File: config.mk
export PLATFORM = sky130hd
export DESIGN_NAME = lpif_link_online_ctrl
export DESIGN_NICKNAME = d
export VERILOG_FILES = /design/src/rtl/lpif_link_online_ctrl.sv
export SDC_FILE = /design/constraint.sdc
export NUM_CORES = 1
export LEC_CHECK = 0
export ABC_CLOCK_PERIOD_IN_PS = 3400
export CAP_MARGIN = 20
export CORE_UTILIZATION = 56
export CTS_BUF_LIST = sky130_fd_sc_hd__clkbuf_8
export CTS_CLUSTER_DIAMETER = 80
export DETAILED_ROUTE_END_ITERATION = 16
export GPL_TIMING_DRIVEN = 0
export PLACE_DENSITY = 0.82
export RECOVER_POWER = 50
export SLEW_MARGIN = 20
export SYNTH_ARGS = -nofsm -noshare
export SYNTH_HDL_FRONTEND = slang
export SYNTH_SLANG_ARGS = --single-unit
File: constraint.sdc
create_clock -name clk_wr -period 3.4 [get_ports clk_wr]
set_clock_uncertainty 0.15 [all_clocks]
set_input_delay 1.02 -clock clk_wr [delete_from_list [all_inputs] [get_ports clk_wr]]
set_output_delay 1.02 -clock clk_wr [all_outputs]
set_load 0.02 [all_outputs]
File: src/rtl/lpif_link_online_ctrl.sv
// Link bring-up sequencer for the LPIF x16 asym2 half-rate master datapath.
// Raises tx_online then rx_online once the PHY is stably ready, and retrains on PHY loss.
module lpif_link_online_ctrl #(
    parameter int CNT_W   = 16,
    parameter int RETRY_W = 8
) (
    input  logic               clk_wr,
    input  logic               rst_wr_n,
    input  logic               link_en,
    input  logic               phy_tx_ready,
    input  logic               phy_rx_ready,
    input  logic [CNT_W-1:0]   settle_value,
    input  logic [CNT_W-1:0]   timeout_value,
    output logic               tx_online,
    output logic               rx_online,
    output logic               link_up,
    output logic               link_err,
    output logic [2:0]         state_dbg,
    output logic [RETRY_W-1:0] retry_cnt
);

    typedef enum logic [2:0] {
        IDLE     = 3'd0,
        WAIT_PHY = 3'd1,
        TX_ON    = 3'd2,
        RX_ON    = 3'd3,
        UP       = 3'd4,
        DOWN     = 3'd5,
        ERR      = 3'd6
    } state_t;

    localparam logic [CNT_W-1:0]   CNT_MAX   = '1;
    localparam logic [RETRY_W-1:0] RETRY_MAX = '1;

    state_t             state_q, state_d;
    logic [CNT_W-1:0]   cnt_q, cnt_d;
    logic [CNT_W-1:0]   tmo_q, tmo_d;
    logic [RETRY_W-1:0] retry_q, retry_d;

    logic             rdy;
    logic             keep;
    logic             tmo_hit;
    logic [CNT_W-1:0] cnt_inc;
    logic [CNT_W-1:0] tmo_inc;

    assign rdy     = phy_tx_ready & phy_rx_ready;
    assign keep    = rdy & link_en;
    assign cnt_inc = (cnt_q == CNT_MAX) ? cnt_q : cnt_q + 1'b1;
    assign tmo_inc = (tmo_q == CNT_MAX) ? tmo_q : tmo_q + 1'b1;
    assign tmo_hit = (timeout_value != '0) && (tmo_q == timeout_value - 1'b1);

    // NOTE: every signal driven here gets a default first so no path can infer a latch.
    always_comb begin
        state_d = state_q;
        cnt_d   = cnt_q;
        tmo_d   = tmo_q;
        retry_d = retry_q;
        case (state_q)
            IDLE: begin
                if (link_en) state_d = WAIT_PHY;
            end
            WAIT_PHY: begin
                cnt_d = rdy ? cnt_inc : '0;
                tmo_d = tmo_inc;
                if (!link_en)                        state_d = IDLE;
                else if (rdy && cnt_q >= settle_value) state_d = TX_ON;
                else if (tmo_hit)                    state_d = ERR;
            end
            TX_ON: begin
                cnt_d = cnt_inc;
                if (!keep)                     state_d = DOWN;
                else if (cnt_q >= settle_value) state_d = RX_ON;
            end
            RX_ON: begin
                state_d = keep ? UP : DOWN;
            end
            UP: begin
                if (!keep) state_d = DOWN;
            end
            DOWN: begin
                cnt_d = cnt_inc;
                if (cnt_q >= settle_value) begin
                    if (link_en) begin
                        state_d = WAIT_PHY;
                        if (retry_q != RETRY_MAX) retry_d = retry_q + 1'b1;
                    end else begin
                        state_d = IDLE;
                    end
                end
            end
            ERR: begin
                if (!link_en) state_d = IDLE;
            end
            default: state_d = IDLE;
        endcase
        // Every phase measures its own interval from zero.
        if (state_d != state_q) begin
            cnt_d = '0;
            tmo_d = '0;
        end
    end

    // NOTE: sequential state uses non-blocking assignments so all registers update together.
    always_ff @(posedge clk_wr or negedge rst_wr_n) begin
        if (!rst_wr_n) begin
            state_q   <= IDLE;
            cnt_q     <= '0;
            tmo_q     <= '0;
            retry_q   <= '0;
            tx_online <= 1'b0;
            rx_online <= 1'b0;
            link_up   <= 1'b0;
            link_err  <= 1'b0;
        end else begin
            state_q   <= state_d;
            cnt_q     <= cnt_d;
            tmo_q     <= tmo_d;
            retry_q   <= retry_d;
            // Decoded from the next state so the flags line up with state_q.
            tx_online <= (state_d == TX_ON) || (state_d == RX_ON) || (state_d == UP);
            rx_online <= (state_d == RX_ON) || (state_d == UP);
            link_up   <= (state_d == UP);
            link_err  <= (state_d == ERR);
        end
    end

    assign state_dbg = state_q;
    assign retry_cnt = retry_q;

endmodule

==> results.sh <==
export IMPL_cts_sinks=47
export IMPL_hold_violations=0
export IMPL_vias=3178
export IMPL_cts_buffer_depth=2
export IMPL_status="finished clean"
export IMPL_first_pass_iters=4
export IMPL_synth_simple_area_share_pct=25.7
export IMPL_placed_area_sq_mm=0.00406
export IMPL_drc_errors=0
export IMPL_cpPeakStageDelay_ns=0.38
export IMPL_dpl_hpwl_mm=5.62
export IMPL_rsz0062_at_grt="true"
export IMPL_die_h_um=80.1
export IMPL_die_area_sq_mm=0.00641
export IMPL_post_synth_fa_ha_maj_area_fraction_pct=7.33
export IMPL_min_period_ns=3.39
export IMPL_synth_seq_cells=47
export IMPL_top_layer="met4"
export IMPL_cts_root_buf="clkbuf_8"
export IMPL_final_common_cell="dfrtp_1"
export IMPL_synth_edf_count=0
export IMPL_endpoint_kind="flip-flop"
export IMPL_wl_per_cell_um=16.1
export IMPL_syn_avg_cell_area_sq_um=8.96
export IMPL_detail_route_wirelength_met1_mm=3.55
export IMPL_synth_ff_type="dfrtp_1"
export IMPL_peakVddDrop_mv=0.186
export IMPL_io_buffers=50
export IMPL_startpoint_type="input pin"
export IMPL_relSlewSlack_pct=16.7
export IMPL_drt_first_iter_violations=234
export IMPL_maxCapViolations=0
export IMPL_layout_worst_path_cycle_share_pct=99.6
export IMPL_gr_total_overflow=0
export IMPL_power_density_mw_per_mm2=282
export IMPL_diodes=0
export IMPL_crit_fanout=7
export IMPL_drtAntennaViolNets=0
export IMPL_viasPerCell=5.95
export IMPL_globalplace_congestion=0.890
export IMPL_async_flop_share_pct=100
export IMPL_finalMaxSlewViolations=0
export IMPL_dr_wl_met2_mm=4.52
export IMPL_num_rows=28
export IMPL_grt_use_total_pct=27.1
export IMPL_syn_to_final_growth_pct=34.9
export IMPL_drive_gt1_share_pct=25.7
export IMPL_cts_tree="done"
export IMPL_cp_required_ns=3.42
export IMPL_synth_seq_area_share_pct=34.5
export IMPL_total_power_mw=1.30
export IMPL_cts_reportedPaths_clkPinSlew_ns=0.08
export IMPL_clkLatencyLatePin_ns=0.30
export IMPL_synth_area_leader_cell="dfrtp_1"
export IMPL_grt_max_degree=29
export IMPL_synth_xor_area_share_pct=13.3
export IMPL_nNetsFinal=515
export IMPL_antenna_found_initial=0
export IMPL_worst_pin_slew_ns=1.25
export IMPL_ys_warn_count=0
export IMPL_layout_common_cells="47 x dfrtp_1, 36 x nor2_1, 33 x nand2_1, 28 x xnor2_1, 24 x xor2_1"
export IMPL_muxShareOfSynthArea_pct=0.917
export IMPL_cts_made_buffers=5
export IMPL_hold_class="flip-flop to flip-flop"
export IMPL_fillers=388
export IMPL_cp_arrival_ns=3.41
export IMPL_start_util_pct=58.0
export IMPL_setup_viol=0
export IMPL_grt_pass1_vias=2966
export IMPL_grt_pass1_wl_mm=13.4
export IMPL_fmax_ghz=0.295
export IMPL_wl_mm=8.57
export IMPL_wl_met3_um=279
export IMPL_die_w_um=80.1
export IMPL_p_leak_nw=1.95
export IMPL_synth_distinct_cells=56
export IMPL_synth_nets=438
export IMPL_finalInstanceArea_sq_mm=0.00460
export IMPL_netlist_area_sq_mm=0.00341
export IMPL_synthTopCellsByArea="dfrtp_1 34%, ha_1 7.3%, xnor2_1 7.2%"
export IMPL_pin_count=52
export IMPL_slowest_stage="a2111oi_2"
export IMPL_worstSetupPathType="input pin to flip-flop"
export IMPL_path_cells="clkdlybuf4s15_1 > nor3_4 > a21oi_1 > o21ai_0 > a31oi_1 > a2111oi_2 > and4_1 > o211a_1 > o2bb2ai_4 > buf_6 > nor3_2"
export IMPL_synth_top_family_by_area="simple AND/OR/NAND/NOR gates"
export IMPL_core_sq_mm=0.00589
export IMPL_synth_top_cell_area_share_pct=34.5
export IMPL_htree_levels=2
export IMPL_synth_compound_area_share_pct=13.8
export IMPL_syn_inst=381
report_power, final:
| part | switching (mW) | internal [mW] | leakage [nW] |
|---|---|---|---|
| clock | 0.180 | 0.139 | 0.0505 |
| combinational | 0.222 | 0.155 | 1.25 |
| sequential | 0.0262 | 0.575 | 0.653 |
| total | 0.428 | 0.868 | 1.95 |
synth_stat cells (all sizes together) (4+ instances only):
cell / instances
nor3: 26
xnor2: 28
nand2: 34
xor2: 24
o21ai: 12
inv: 25
nor2: 36
buf: 4
o21a: 4
clkbuf: 6
and3: 13
and4: 6
dfrtp: 47
nand3: 18
nand2b: 7
a21oi: 16
nand4: 7
ha: 20
worst max-delay path, delay by kind of cell:
| kind | cells | cell delay [ns] |
|---|---|---|
| AOI/OAI and AO/OA | 6 | 1.30 |
| buffers and inverters | 2 | 0.47 |
| and+or+nand+nor | 3 | 0.62 |
final cells by class:
type / count / area, sq um / share of cell area [%]
multi-input combinational: 299 / 2480 / 53.8
timing repair buffer: 71 / 623 / 13.5
clock buffer: 5 / 68.8 / 1.49
sequential: 47 / 1180 / 25.6
buffer: 9 / 51.3 / 1.11
clock inverter: 3 / 12.5 / 0.272
inverter: 25 / 101 / 2.20
tap: 75 / 93.8 / 2.04
final timing paths:
kind	start	to	slack [ns]	depth (start not counted)
max in group asynchronous	rst_wr_n	cnt_q[13]	0.56	2
min in group asynchronous	rst_wr_n	cnt_q[7]	0.73	1
worst min register to register	retry_cnt[0]	retry_cnt[0]	0.37	1
worst max-delay path	timeout_value[7]	cnt_q[2]	0.01	11
worst max register to register	cnt_q[13]	cnt_q[2]	0.35	11
worst min-delay path	retry_cnt[0]	retry_cnt[0]	0.37	1
layer usage:
layer  vias to the layer above  global-route usage [%]
met2                       103                    50.4
met5                         -                       0
met3                        24                    3.98
li1                       1506                       -
met1                      1545                    31.3
met4                         0                    9.46
stage by stage:
step | setup TNS [ns] | instances | hold slack [ns] | worst slack (ns) | utilization (%)
5_1_grt | -3.98 | 534 | 0.387 | -0.166 | 78.2
3_3_place_gp | -43.98 | 506 | 0.332 | -1.03 | 68.7
4_1_cts | -0.0471 | 532 | 0.351 | -0.0171 | 76.1
2_1_floorplan | 0 | 381 | 0.388 | 0.00180 | -
3_5_place_dp | -37.08 | 507 | 0.336 | -1.01 | 69.0
6_report | 0 | 534 | 0.374 | 0.0146 | 78.2
registers in the layout (all words and copies together), names as in the netlist:
register	count
tmo_q	16
rx_online	1
cnt_q	16
link_err	1
tx_online	1
state_dbg	3
link_up	1
retry_cnt	8
cells by family (layout without fill, tap and decap cells):
| kind of cell | count (synthesis) | after routing |
|---|---|---|
| buffers and inverters | 35 | 113 |
| and+or+nand+nor | 161 | 161 |
| AOI/OAI and AO/OA | 63 | 63 |
| DFF | 47 | 47 |
| muxes | 3 | 3 |
| xor gates and xnor gates | 52 | 52 |
| adders and majority gates | 20 | 20 |
what timing repair did:
| action | CTS | global route |
|---|---|---|
| pin swaps | 25 | 28 |
| setup endpoints to repair | 43 | 33 |
| buffers inserted | 15 | 5 |
| gates resized for setup | 117 | 42 |
| gates cloned | 2 | 0 |
| hold buffers | 0 | 0 |
| hold endpoints to repair | 0 | 0 |
No activity file was read; power rests on OpenSTA's default activity.
